<file path="src/rtl/lfsr_decrypt_param.sv">
// -----------------------------------------------------------------------------
// lfsr_decrypt_param
//
// Recovers an LFSR-encrypted message held in memory and writes the plaintext
// back out. The known leading PRE_CHAR byte yields the seed. The next W
// ciphertext bytes are used to probe NPAT candidate tap patterns, and the
// lowest-index surviving pattern decrypts the whole message. The leading run
// of PRE_CHAR bytes is stripped, the rest is written compacted from DST_BASE,
// and the tail of the destination is padded with PAD_CHAR.
//
// Ports
//   clk        in   rising-edge clock
//   rst        in   synchronous active-high reset
//   start      in   begins a job when sampled high while idle
//   mem_raddr  out  read address (registered)
//   mem_rdata  in   read data, valid the cycle after mem_raddr
//   mem_we     out  write enable, committed on the next rising edge
//   mem_waddr  out  write address (registered)
//   mem_wdata  out  write data (registered)
//   busy       out  job in progress
//   done       out  one-cycle completion pulse
//   err        out  job found no usable seed / tap pattern
//   found_idx  out  index of the selected tap pattern
//   strip_cnt  out  number of leading PRE_CHAR bytes removed
// -----------------------------------------------------------------------------
module lfsr_decrypt_param #(
    parameter int              W        = 6,
    parameter int              NPAT     = 6,
    parameter logic [NPAT*W-1:0] TAPS   = {6'h39, 6'h36, 6'h33, 6'h30, 6'h2D, 6'h21},
    parameter int              DEPTH    = 64,
    parameter int              AW       = 8,
    parameter int              SRC_BASE = 64,
    parameter int              DST_BASE = 0,
    parameter logic [7:0]      PRE_CHAR = 8'h5F,
    parameter logic [7:0]      PAD_CHAR = 8'h20
) (
    input  logic          clk,
    input  logic          rst,
    input  logic          start,
    output logic [AW-1:0] mem_raddr,
    input  logic [7:0]    mem_rdata,
    output logic          mem_we,
    output logic [AW-1:0] mem_waddr,
    output logic [7:0]    mem_wdata,
    output logic          busy,
    output logic          done,
    output logic          err,
    output logic [3:0]    found_idx,
    output logic [AW:0]   strip_cnt
);

    localparam logic [AW-1:0] SRC_A   = AW'(SRC_BASE);
    localparam logic [AW-1:0] DST_A   = AW'(DST_BASE);
    localparam logic [AW:0]   PROBE_N = (AW+1)'(W);
    localparam logic [AW:0]   LAST_I  = (AW+1)'(DEPTH - 1);
    localparam logic [AW:0]   DEPTH_C = (AW+1)'(DEPTH);

    typedef enum logic [2:0] {
        IDLE   = 3'd0,
        SEED   = 3'd1,
        PROBE  = 3'd2,
        SELECT = 3'd3,
        DECODE = 3'd4,
        FILL   = 3'd5,
        FINISH = 3'd6
    } state_t;

    // One Fibonacci-style LFSR step: shift left, feedback is parity of tapped bits.
    function automatic logic [W-1:0] lfsr_step(input logic [W-1:0] s, input logic [W-1:0] tap);
        return {s[W-2:0], ^(s & tap)};
    endfunction

    state_t          state_q;
    logic            phase_q;
    logic [AW:0]     cnt_q;
    logic [W-1:0]    seed_q;
    logic [W-1:0]    cand_q [NPAT];
    logic [NPAT-1:0] alive_q;
    logic [W-1:0]    tap_q;
    logic [W-1:0]    lfsr_q;
    logic            run_q;
    logic [AW:0]     wptr_q;
    logic [AW-1:0]   raddr_q;
    logic            we_q;
    logic [AW-1:0]   waddr_q;
    logic [7:0]      wdata_q;
    logic            busy_q;
    logic            done_q;
    logic            err_q;
    logic [3:0]      idx_q;
    logic [AW:0]     strip_q;

    logic [W-1:0]    ref_s;
    logic [W-1:0]    cand_d [NPAT];
    logic [NPAT-1:0] alive_d;
    logic            sel_found_s;
    logic [3:0]      sel_idx_s;
    logic [W-1:0]    sel_tap_s;
    logic [7:0]      ks_s;
    logic [7:0]      plain_s;

    // Known-plaintext keystream reference: low W bits of the byte XOR PRE_CHAR.
    assign ref_s   = mem_rdata[W-1:0] ^ PRE_CHAR[W-1:0];
    assign ks_s    = 8'(lfsr_q);
    assign plain_s = mem_rdata ^ ks_s;

    // Advance every candidate LFSR and drop those that disagree with the reference.
    always_comb begin
        alive_d = '0;
        for (int k = 0; k < NPAT; k++) begin
            cand_d[k]  = lfsr_step(cand_q[k], TAPS[k*W +: W]);
            alive_d[k] = alive_q[k] & (cand_d[k] == ref_s);
        end
    end

    // Priority pick of the lowest-index surviving pattern (scan high to low, last hit wins).
    always_comb begin
        sel_found_s = 1'b0;
        sel_idx_s   = 4'd0;
        sel_tap_s   = '0;
        for (int k = NPAT - 1; k >= 0; k--) begin
            sel_found_s = sel_found_s | alive_q[k];
            sel_idx_s   = alive_q[k] ? 4'(k) : sel_idx_s;
            sel_tap_s   = alive_q[k] ? TAPS[k*W +: W] : sel_tap_s;
        end
    end

    // Control FSM with all datapath registers and registered outputs.
    always_ff @(posedge clk) begin
        if (rst) begin
            state_q <= IDLE;
            phase_q <= 1'b0;
            cnt_q   <= '0;
            seed_q  <= '0;
            for (int k = 0; k < NPAT; k++) begin
                cand_q[k] <= '0;
            end
            alive_q <= '0;
            tap_q   <= '0;
            lfsr_q  <= '0;
            run_q   <= 1'b0;
            wptr_q  <= '0;
            raddr_q <= '0;
            we_q    <= 1'b0;
            waddr_q <= '0;
            wdata_q <= 8'h00;
            busy_q  <= 1'b0;
            done_q  <= 1'b0;
            err_q   <= 1'b0;
            idx_q   <= 4'd0;
            strip_q <= '0;
        end else begin
            case (state_q)
                IDLE: begin
                    we_q   <= 1'b0;
                    done_q <= 1'b0;
                    if (start) begin
                        busy_q  <= 1'b1;
                        err_q   <= 1'b0;
                        strip_q <= '0;
                        idx_q   <= 4'd0;
                        wptr_q  <= '0;
                        raddr_q <= SRC_A;
                        phase_q <= 1'b0;
                        state_q <= SEED;
                    end else begin
                        state_q <= IDLE;
                    end
                end
                SEED: begin
                    // Phase 0 waits for src[0]; its address is already on the bus.
                    if (!phase_q) begin
                        phase_q <= 1'b1;
                        raddr_q <= SRC_A + 1'b1;
                    end else begin
                        seed_q <= ref_s;
                        if (ref_s == '0) begin
                            err_q   <= 1'b1;
                            busy_q  <= 1'b0;
                            done_q  <= 1'b1;
                            state_q <= FINISH;
                        end else begin
                            for (int k = 0; k < NPAT; k++) begin
                                cand_q[k] <= ref_s;
                            end
                            alive_q <= '1;
                            cnt_q   <= (AW+1)'(1);
                            raddr_q <= raddr_q + 1'b1;
                            state_q <= PROBE;
                        end
                    end
                end
                PROBE: begin
                    for (int k = 0; k < NPAT; k++) begin
                        cand_q[k] <= cand_d[k];
                    end
                    alive_q <= alive_d;
                    cnt_q   <= cnt_q + 1'b1;
                    if (cnt_q == PROBE_N) begin
                        // Pre-issue src[0] so DECODE starts with data in hand.
                        raddr_q <= SRC_A;
                        state_q <= SELECT;
                    end else begin
                        raddr_q <= raddr_q + 1'b1;
                    end
                end
                SELECT: begin
                    if (!sel_found_s) begin
                        err_q   <= 1'b1;
                        busy_q  <= 1'b0;
                        done_q  <= 1'b1;
                        state_q <= FINISH;
                    end else begin
                        idx_q   <= sel_idx_s;
                        tap_q   <= sel_tap_s;
                        lfsr_q  <= seed_q;
                        run_q   <= 1'b1;
                        cnt_q   <= '0;
                        raddr_q <= SRC_A + 1'b1;
                        state_q <= DECODE;
                    end
                end
                DECODE: begin
                    lfsr_q  <= lfsr_step(lfsr_q, tap_q);
                    raddr_q <= raddr_q + 1'b1;
                    cnt_q   <= cnt_q + 1'b1;
                    if (run_q && (plain_s == PRE_CHAR)) begin
                        strip_q <= strip_q + 1'b1;
                        we_q    <= 1'b0;
                    end else begin
                        // First non-prefix byte closes the leading run for good.
                        run_q   <= 1'b0;
                        we_q    <= 1'b1;
                        waddr_q <= DST_A + wptr_q[AW-1:0];
                        wdata_q <= plain_s;
                        wptr_q  <= wptr_q + 1'b1;
                    end
                    if (cnt_q == LAST_I) begin
                        state_q <= FILL;
                    end else begin
                        state_q <= DECODE;
                    end
                end
                FILL: begin
                    // The wptr == DEPTH cycle lets the final write retire before FINISH.
                    if (wptr_q == DEPTH_C) begin
                        we_q    <= 1'b0;
                        busy_q  <= 1'b0;
                        done_q  <= 1'b1;
                        state_q <= FINISH;
                    end else begin
                        we_q    <= 1'b1;
                        waddr_q <= DST_A + wptr_q[AW-1:0];
                        wdata_q <= PAD_CHAR;
                        wptr_q  <= wptr_q + 1'b1;
                    end
                end
                FINISH: begin
                    we_q    <= 1'b0;
                    done_q  <= 1'b0;
                    state_q <= IDLE;
                end
                default: begin
                    we_q    <= 1'b0;
                    busy_q  <= 1'b0;
                    done_q  <= 1'b0;
                    state_q <= IDLE;
                end
            endcase
        end
    end

    // Reset gates the enable so a pending write never commits on the reset edge.
    assign mem_we    = we_q & ~rst;
    assign mem_raddr = raddr_q;
    assign mem_waddr = waddr_q;
    assign mem_wdata = wdata_q;
    assign busy      = busy_q;
    assign done      = done_q;
    assign err       = err_q;
    assign found_idx = idx_q;
    assign strip_cnt = strip_q;

endmodule

</file>
<file path="config.mk">
export PLATFORM = sky130hd
export DESIGN_NAME = lfsr_decrypt_param
export DESIGN_NICKNAME = d
export VERILOG_FILES = /design/src/rtl/lfsr_decrypt_param.sv
export SDC_FILE = /design/constraint.sdc
export NUM_CORES = 1
export LEC_CHECK = 0
export ABC_AREA = 1
export BUFFER_PORTS_ARGS = -buffer_cell sky130_fd_sc_hd__buf_2
export CORE_UTILIZATION = 60
export CTS_CLUSTER_DIAMETER = 30
export DETAILED_ROUTE_END_ITERATION = 6
export GPL_TIMING_DRIVEN = 1
export PLACE_DENSITY = 0.85
export SETUP_SLACK_MARGIN = 0.02
export SYNTH_ARGS = -nofsm -noshare
export SYNTH_HDL_FRONTEND = slang
export SYNTH_SLANG_ARGS = --single-unit
</file>
<file path="constraint.sdc">
create_clock -name clk -period 3.1 [get_ports clk]
set_clock_uncertainty 0.1 [all_clocks]
set_input_delay 0.31 -clock clk [delete_from_list [all_inputs] [get_ports clk]]
set_output_delay 0.31 -clock clk [all_outputs]
set_load 0.05 [all_outputs]
</file>
==> out/summary.txt, run 1 <==
post-synth top area cell = dfxtp_1
Final period util = 76.2%
Critical Path Most Common Cell = inv_1
Worst EP required = 3.35 ns
sequential area share after synthesis = 41.8%
largest net degree at the start of global routing = 57
Longest Clk Path Bufs = 2
DRT iter0 DRCs = 607
Worst Hold Path EP = mem_wdata[6]
Final nets = 1041
Worst Setup End Kind = register
fmax = 0.423 GHz
Avg Cell Area, Syn = 6.92 um^2
max incr delay on CP = 0.43 ns
warnings from Yosys = 0
number of max-cap violations = 0
top fanout value on the critical path = 24
gr usage total = 31.1%
Clock transition at path regs = 0.06 ns
antenna diode count = 0
startpoint types = register
Core ar. = 10900 um^2
Final Setup Violations = 0
GRT Residual Overflow = 0
relative slew slack = 55.3%
vias per cell = 5.57
post-placement cell count = 1145
number of nets with antenna violations after routing = 0
Synth Cell Area = 6760 um^2
full die area = 11700 um^2
Ports = 52
Clk Latency, worst-skew pair = 0.54 ns
# Post-CTS Setup Buffers = 0
post-route minimum period = 2.36 ns
cell with the most instances after synthesis = nand2_1
R2R Setup Slk = 0.74 ns
RSZ-0062 raised after global routing = no
Main synth FF type = dfxtp_1
first-pass GRT wire length = 28300 um
Crit Path Class = register to register
total negative slack = 0 ns
slowest library cell on the worst path = dfxtp_1
critical path depth = 8
Fin. Hold Viols = 0
DRT Pass-1 Iters = 5
WP buf/inv = 4
Post-Route WL = 16900 um
register bit total from synthesis = 123
vias in the first global route = 6078
syn nets = 994
status = complete, no violations
VDD IR max = 0.502 mV
CTS tree = yes
Final HPWL DP = 11300 um
Final Core Density = 70.9%
CP top delay family = buffers and inverters
CTS Buf Count = 17
commonest cells in the synthesized netlist = 307 x nand2_1, 109 x nor2_1, 103 x inv_1
share of layout cells above drive strength 1 = 11.1%
P&R area growth vs syn = 14.2%
Max H-tree Level = 4
initial antenna violation count = 0
Critical Path AT = 2.62 ns
Post-synth EDFFs = 36
R2R Path End = cand_q[5][3]
synth unique cells = 39
Max Transition Viols Final = 0
Mapped Cells = 977
fin cells = 1177
hold path cells = 5
post-CTS resize count = 0
clk sink count = 123
leakage dissipation = 3.48 nW
Wirelength per Cell = 14.4 um
DR DRC count = 0
routed via count = 6553
Port Buf Inserts = 50
hold crit path type = input port to register
post-synth top area share = 25.8%
share of synthesized registers carrying an async set or reset = 0%
die height = 108 um
PwrDens = 802 nW/um^2
HP Start = mem_rdata[6]
top area cells in the synthesized netlist = dfxtp_1 26%, nand2_1 17%, edfxtp_1 16%
R2R Path Start = state_q[1]
# rows = 38
initial core utilization = 62.1%
cts hold-fix bufs = 0
worst slew pin tran = 0.670 ns
CTS root buffer = clkbuf_8
cells on worst reg2reg path = 8
Die W = 108 um
hold slack = 0.00994 ns
RePlAce Congestion = 0.916
CP Cell Sequence = inv_1 > nor2_2 > inv_1 > nor2_2 > inv_2 > nor2_4 > inv_1 > o21ai_0
tightest hold or removal path: cells and delay by family:
family | cells | cell delay (ns)
buffers and inverters | 1 | 0.11
AND/OR/NAND/NOR | 4 | 0.19
area by class of cell:
cell class                 instances  area [um^2]
multi-input combinational        716         3380
fill                             891         3170
sequential                       123         2820
clock buffer                      29          592
inverter                         109          409
timing repair buffer              57          303
tap                              140          175
clock inverter                     3         40.0
state kept, by name, indices dropped and copies added (netlist names), 3 cells and up:
register,flops
cnt_q,9
lfsr_q,6
strip_cnt,9
wptr_q,9
tap_q,6
found_idx,3
seed_q,6
cand_q,36
alive_q,6
mem_waddr,8
mem_wdata,8
mem_raddr,8
state_q,3
power breakdown:
group	internal [mW]	leakage [nW]	switching (mW)
clock network	1.35	0.317	0.695
logic	0.543	2.08	1.40
registers	1.97	1.08	0.236
total	3.86	3.48	2.33
metrics by stage:
stage | total power, mW | area, um^2 | setup slack [ns]
after floorplan | 3.69 | 6760 | 0.790
after global placement | 4.07 | 7090 | 0.984
after detailed placement | 4.11 | 7090 | 0.835
after CTS | 6.17 | 7720 | 0.813
after global routing | 6.53 | 7720 | 0.569
final | 6.19 | 7720 | 0.737
kinds of logic after synthesis:
kind of cell,synth area share [%]
fa+ha+maj,1.11
other cells,0.0555
flops,41.8
compound gates,10.3
buf+inv,8.24
xor+xnor,3.89
simple gates,34.7
metal layers:
layer,wire (um),vias to the layer above,GRT usage (%),share of wire [%]
met4,449,0,14.9,2.7
met3,1300,46,6.15,7.7
met1,7460,2971,41.0,44
met5,0,-,0,0
met2,7730,293,48.8,46
li1,-,3243,-,-
worst max-delay path by stage:
stage	from	end	slack [ns]
after global routing	state_q[1]	cand_q[3][4]	0.57
after CTS	state_q[1]	cand_q[0][0]	0.81
final	state_q[1]	cand_q[5][3]	0.74
after floorplan	mem_rdata[3]	cand_q[0][0]	0.79
after global placement	state_q[1]	cand_q[1][5]	0.98
after detailed placement	state_q[1]	cand_q[0][0]	0.83
cells in the final DEF, fill, tap and decap left out, types with 3 or more instances in the layout:
master     synthesis  layout
a21oi_1           69      69
buf_2             11      50
buf_4              4       7
clkbuf_16          0      18
clkbuf_8           0      10
dfxtp_1           87      87
edfxtp_1          36      36
ha_1               6       6
inv_1            103     103
inv_2              5       5
nand2_1          307     307
nand3_1           76      76
nand3_2            5       5
nand3b_1           9       9
nand4_1           15      15
nor2_1           109     109
nor2_2             4       4
nor2_4             4       4
nor3_1             9       9
o21a_1             3       3
o21ai_0           46      46
o221ai_1           5       5
or2_2              3       3
xnor2_1           15      15
xor2_1            15      15
No activity file was read; power rests on OpenSTA's default activity.
==> run 2, diff against run 1 <==
--- a/config.mk
+++ b/config.mk
@@ -7,11 +7,11 @@
 export LEC_CHECK = 0
 export ABC_AREA = 1
 export BUFFER_PORTS_ARGS = -buffer_cell sky130_fd_sc_hd__buf_2
-export CORE_UTILIZATION = 60
+export CORE_UTILIZATION = 55
 export CTS_CLUSTER_DIAMETER = 30
 export DETAILED_ROUTE_END_ITERATION = 6
 export GPL_TIMING_DRIVEN = 1
-export PLACE_DENSITY = 0.85
+export PLACE_DENSITY = 0.82
 export SETUP_SLACK_MARGIN = 0.02
 export SYNTH_ARGS = -nofsm -noshare
 export SYNTH_HDL_FRONTEND = slang
==> constraint.sdc (replaced) <==
create_clock -name clk -period 2 [get_ports clk]
set_clock_uncertainty 0.1 [all_clocks]
set_input_delay 0.2 -clock clk [delete_from_list [all_inputs] [get_ports clk]]
set_output_delay 0.2 -clock clk [all_outputs]
set_load 0.05 [all_outputs]
==> out/summary.txt, run 2 (synthesis gave the netlist of run 1 again) <==
fin cells = 1219 (was 1177)
Core ar. = 12000 um^2 (was 10900 um^2)
Ports = 52 (unchanged)
Max H-tree Level = 4 (unchanged)
startpoint types = input port (was register)
RSZ-0062 raised after global routing = yes (was no)
top fanout value on the critical path = 6 (was 24)
post-route minimum period = 1.88 ns
DRT iter0 DRCs = 578 (was 607)
R2R Path Start = state_q[1] (unchanged)
max reg flops = 36 (unchanged)
gr usage total = 28.2% (was 31.1%)
Final period util = 93.8%
cells on worst reg2reg path = 9 (was 8)
Port Buf Inserts = 50 (unchanged)
hold crit path type = input port to register (unchanged)
PwrDens = 1180 nW/um^2 (was 802 nW/um^2)
total negative slack = 0 ns (unchanged)
Place WS = 0.0775 ns (was 0.835 ns)
clk sink count = 123 (unchanged)
vias in the first global route = 6059 (was 6078)
Clock transition at path regs = 0.05 ns (was 0.06 ns)
Final Core Density = 66.3% (was 70.9%)
antenna diode count = 0 (unchanged)
CTS tree = yes (unchanged)
Wirelength per Cell = 14.3 um (was 14.4 um)
most common cell after layout, fill and taps aside = nand2_1 (unchanged)
fin area = 7960 um^2 (was 7720 um^2)
vias per cell = 5.49 (was 5.57)
die height = 113 um (was 108 um)
CP endpoint = cand_q[0][0] (was cand_q[5][3])
number of max-cap violations = 0 (unchanged)
GRT Residual Overflow = 0 (unchanged)
Multi-input gate area = 3410 um^2 (was 3380 um^2)
Final Setup Violations = 0 (unchanged)
slowest library cell on the worst path = dlygate4sd3_1 (was dfxtp_1)
Max Transition Viols Final = 0 (unchanged)
Die W = 113 um (was 108 um)
hold slack = 0.0159 ns (was 0.00994 ns)
Critical Path Most Common Cell = nand2_1 (was inv_1)
Crit Path Class = input port to register (was register to register)
Worst EP required = 2.05 ns (was 3.35 ns)
sequential standard cell area = 2830 um^2 (was 2820 um^2)
Longest Clk Path Bufs = 2 (unchanged)
CTS Buf Count = 17 (unchanged)
initial antenna violation count = 0 (unchanged)
RePlAce Congestion = 0.915 (was 0.916)
DRT Pass-1 Iters = 6 (was 5)
routed via count = 6697 (was 6553)
# fillers = 1035 (was 891)
initial core utilization = 56.3% (was 62.1%)
share of layout cells above drive strength 1 = 14.2% (was 11.1%)
Fin. Hold Viols = 0 (unchanged)
Worst Setup End Kind = register (unchanged)
HP Start = mem_rdata[6] (unchanged)
CP Cell Sequence = dlygate4sd3_1 > buf_2 > nand2_1 > nor2_1 > nand3_1 > nand3_2 > nor2_4 > nand2_1 > o21ai_0 (was inv_1 > nor2_2 > inv_1 > nor2_2 > inv_2 > nor2_4 > inv_1 > o21ai_0)
most frequent cells in the layout = 303 x nand2_1, 107 x nor2_1, 102 x inv_1, 84 x dfxtp_1, 75 x nand3_1 (was 307 x nand2_1, 109 x nor2_1, 103 x inv_1, 87 x dfxtp_1, 76 x nand3_1)
P&R area growth vs syn = 17.7% (was 14.2%)
DP Area = 7300 um^2 (was 7090 um^2)
CTS root buffer = clkbuf_16 (was clkbuf_8)
DR DRC count = 0 (unchanged)
# rows = 40 (was 38)
total power = 9.37 mW (was 6.19 mW)
number of nets with antenna violations after routing = 0 (unchanged)
largest net degree at the start of global routing = 45 (was 57)
Post-Route WL = 17500 um (was 16900 um)
fin worst setup slack = 0.124 ns (was 0.737 ns)
fmax = 0.533 GHz
Final HPWL DP = 11900 um (was 11300 um)
Critical Path AT = 1.93 ns (was 2.62 ns)
R2R Setup Slk = 0.15 ns (was 0.74 ns)
critical path launch point = mem_rdata[2] (was state_q[1])
Top reg by flops = cand_q (unchanged)
max incr delay on CP = 0.52 ns (was 0.43 ns)
VDD IR max = 0.813 mV (was 0.502 mV)
full die area = 12700 um^2 (was 11700 um^2)
status = complete, no violations (unchanged)
post-placement cell count = 1175 (was 1145)
R2R Path End = cand_q[5][3] (unchanged)
leakage dissipation = 3.59 nW (was 3.48 nW)
Clk Latency, worst-skew pair = 0.42 ns (was 0.54 ns)
Final nets = 1078 (was 1041)
first-pass GRT wire length = 28200 um (was 28300 um)
==> run 2: cell count changes in the layout (fill, tap and decap cells not counted), sizes merged <==
cell,delta
buf,+30
inv,-1
clkinv,+1
bufinv,-1
dlygate4sd3,+4
clkbuf,-2
clkinvlp,+4
==> run 2: how the worst min path moves through the flow <==
stage / end / slack [ns] / cells after the start
after global routing: mem_wdata[6] / 0.01 / 5
after detailed placement: mem_raddr[4] / 0.35 / 2
after global placement: mem_raddr[4] / 0.34 / 2
after CTS: mem_wdata[6] / 0.003 / 5
final: mem_wdata[6] / 0.02 / 5
after floorplan: mem_wdata[6] / 0.31 / 4
==> run 2: power breakdown <==
group          internal [mW]  switching [mW]  leakage [nW]
Combinational           1.04            2.22          2.26
Clock                   1.66            1.03         0.251
Sequential              3.06           0.365          1.08
==> run 2: metal layers <==
metal	up-vias	global-route usage (%)	share of wire, %
li1	3321	-	-
met1	3045	36.9	44
met2	279	43.7	45
met3	52	7.28	8.3
met4	0	13.1	2.8
met5	-	0	0
==> run 2: cell type report <==
cell class,count,share of cell area [%]
multi-input cells,716,42.9
flip-flops and latches,123,35.5
repair buffers,91,7.45
clock buffers,27,6.19
inverters,109,5.19
well taps,147,2.31
repair inverters,3,0.283
clock inverters,3,0.189
==> run 2: worst max-delay path: cells and delay by family <==
family	cells	cell delay [ns]
AO/OA/AOI/OAI	1	0.13
AND/OR/NAND/NOR	6	0.88
buffers and inverters	2	0.72
==> run 2: timing repair <==
| item | CTS | global route |
|---|---|---|
| hold buffers | 4 | 0 |
| endpoints found under the hold margin | 4 | 0 |
| gates resized for setup | 0 | 15 |
| setup buffers | 0 | 7 |
| setup endpoints to repair | 0 | 109 |
==> run 3, diff against run 2 <==
--- a/config.mk
+++ b/config.mk
@@ -11,7 +11,7 @@
 export CTS_CLUSTER_DIAMETER = 30
 export DETAILED_ROUTE_END_ITERATION = 6
 export GPL_TIMING_DRIVEN = 1
-export PLACE_DENSITY = 0.82
+export PLACE_DENSITY = 0.77
 export SETUP_SLACK_MARGIN = 0.02
 export SYNTH_ARGS = -nofsm -noshare
 export SYNTH_HDL_FRONTEND = slang
==> out/summary.txt, run 3 (synthesis gave the netlist of run 1 again) <==
VDD IR max = 0.615 mV (was 0.813 mV)
Max H-tree Level = 4 (unchanged)
hold crit path type = input port to register (unchanged)
status = finished with violations (was complete, no violations)
first-pass GRT wire length = 28000 um (was 28200 um)
CTS root buffer = clkbuf_16 (unchanged)
most frequent cells in the layout = 299 x nand2_1, 106 x nor2_1, 101 x inv_1, 85 x dfxtp_1, 75 x nand3_1 (was 303 x nand2_1, 107 x nor2_1, 102 x inv_1, 84 x dfxtp_1, 75 x nand3_1)
Final HPWL DP = 11900 um (about the same)
Final Core Density = 66.0% (was 66.3%)
max incr delay on CP = 0.38 ns (was 0.52 ns)
failing checks = design-rule violations
Ports = 52 (unchanged)
Die W = 113 um (unchanged)
DR DRC count = 1 (was 0)
post-route minimum period = 1.94 ns (was 1.88 ns)
Longest Clk Path Bufs = 2 (unchanged)
P&R area growth vs syn = 17.3% (was 17.7%)
RePlAce Congestion = 0.910 (was 0.915)
Top reg by flops = cand_q (unchanged)
Critical Path AT = 2.10 ns (was 1.93 ns)
startpoint types = register (was input port)
vias per cell = 5.44 (was 5.49)
total power = 9.46 mW (was 9.37 mW)
Final Setup Violations = 0 (unchanged)
Crit Path Class = register to register (was input port to register)
initial antenna violation count = 0 (unchanged)
DRT Pass-1 Iters = 7 (was 6)
number of nets with antenna violations after routing = 0 (unchanged)
Worst Setup End Kind = register (unchanged)
most common cell after layout, fill and taps aside = nand2_1 (unchanged)
Max Transition Viols Final = 0 (unchanged)
leakage dissipation = 3.55 nW (was 3.59 nW)
routed via count = 6574 (was 6697)
fmax = 0.515 GHz (was 0.533 GHz)
Wirelength per Cell = 14.3 um (about the same)
Fin. Hold Viols = 0 (unchanged)
Final nets = 1066 (was 1078)
Final period util = 97.0% (was 93.8%)
number of max-cap violations = 0 (unchanged)
slowest library cell on the worst path = dfxtp_2 (was dlygate4sd3_1)
top fanout value on the critical path = 12 (was 6)
CP Cell Sequence = inv_1 > nor2_2 > inv_1 > nor2_2 > inv_2 > nor2_4 > clkinvlp_4 > o21ai_0 (was dlygate4sd3_1 > buf_2 > nand2_1 > nor2_1 > nand3_1 > nand3_2 > nor2_4 > nand2_1 > o21ai_0)
antenna diode count = 0 (unchanged)
full die area = 12700 um^2 (unchanged)
gr usage total = 27.9% (was 28.2%)
vias in the first global route = 5725 (was 6059)
share of layout cells above drive strength 1 = 13.7% (was 14.2%)
Place WS = 0.0720 ns (was 0.0775 ns)
max reg flops = 36 (unchanged)
DRT iter0 DRCs = 568 (was 578)
clk sink count = 123 (unchanged)
RSZ-0062 raised after global routing = yes (unchanged)
GRT Residual Overflow = 0 (unchanged)
die height = 113 um (unchanged)
CTS Buf Count = 17 (unchanged)
fin worst setup slack = 0.0595 ns (was 0.124 ns)
Clk Latency, worst-skew pair = 0.42 ns (about the same)
largest net degree at the start of global routing = 63 (was 45)
Core ar. = 12000 um^2 (unchanged)
Clock transition at path regs = 0.05 ns (about the same)
initial core utilization = 56.3% (unchanged)
CTS tree = yes (unchanged)
PwrDens = 1190 nW/um^2 (was 1180 nW/um^2)
# rows = 40 (unchanged)
Port Buf Inserts = 50 (unchanged)
Worst EP required = 2.16 ns (was 2.05 ns)
Post-Route WL = 17300 um (was 17500 um)
## run 3: cell count changes in the layout (fill, tap and decap cells not counted), sizes merged
cell,before,now
buf,87,75
bufinv,0,2
clkbuf,27,21
clkinv,4,9
clkinvlp,4,5
dlygate4sd3,4,5
inv,107,106
## run 3: final timing paths
| kind | start | to | slack, ns | cells past startpoint |
|---|---|---|---|---|
| worst min-delay path | mem_rdata[7] | mem_wdata[7] | 0.02 | 5 |
| worst max register to register | state_q[1] | cand_q[0][0] | 0.06 | 8 |
| worst max-delay path | state_q[1] | cand_q[0][0] | 0.06 | 8 |
| worst min register to register | found_idx[1] | found_idx[1] | 0.36 | 2 |
## run 3: stage by stage
| step | std cells | hold WS (ns) | area [um^2] | setup TNS (ns) |
|---|---|---|---|---|
| after floorplan | 977 | 0.308 | 6770 | 0 |
| after global placement | 1168 | 0.347 | 7250 | 0 |
| after detailed placement | 1168 | 0.353 | 7250 | 0 |
| after CTS | 1205 | 0.00828 | 7840 | 0 |
| after global routing | 1209 | 0.0418 | 7930 | -0.0855 |
| final | 1209 | 0.0175 | 7930 | 0 |
## run 3: what timing repair did
action                                  CTS  global route
hold buffers                              5             0
endpoints found under the hold margin     5             0
gates resized for setup                   0            20
endpoints found under the setup margin    0           119
buffers inserted                          0             2
## run 3: power breakdown
group          internal, mW  total, mW  switching, mW  leakage [nW]
Sequential             3.06       3.42          0.362          1.08
Clock                  1.80       2.85           1.05         0.265
Combinational         0.978       3.19           2.21          2.20
## run 3: final cells by class
type / count / area [um^2]
flip-flops and latches: 123 / 2830
multi-input cells: 716 / 3430
inverters: 109 / 419
clock inverters: 11 / 103
well taps: 147 / 184
repair inverters: 2 / 15.0
clock buffers: 21 / 440
fillers: 1065 / 4080
repair buffers: 80 / 513
## run 3: critical path: cells and delay by family, from the launching register on
family	cells	cell delay, ns
AND/OR/NAND/NOR	3	0.50
AO/OA/AOI/OAI	1	0.24
flip-flops	1	0.38
buffers and inverters	4	0.55
## run 3: routing by layer
| layer | up-vias | routed length (um) | GRT usage (%) |
|---|---|---|---|
| met3 | 44 | 1320 | 6.11 |
| met2 | 246 | 7800 | 43.7 |
| li1 | 3294 | - | - |
| met5 | - | 0 | 0 |
| met1 | 2990 | 7710 | 38.0 |
| met4 | 0 | 444 | 10.4 |
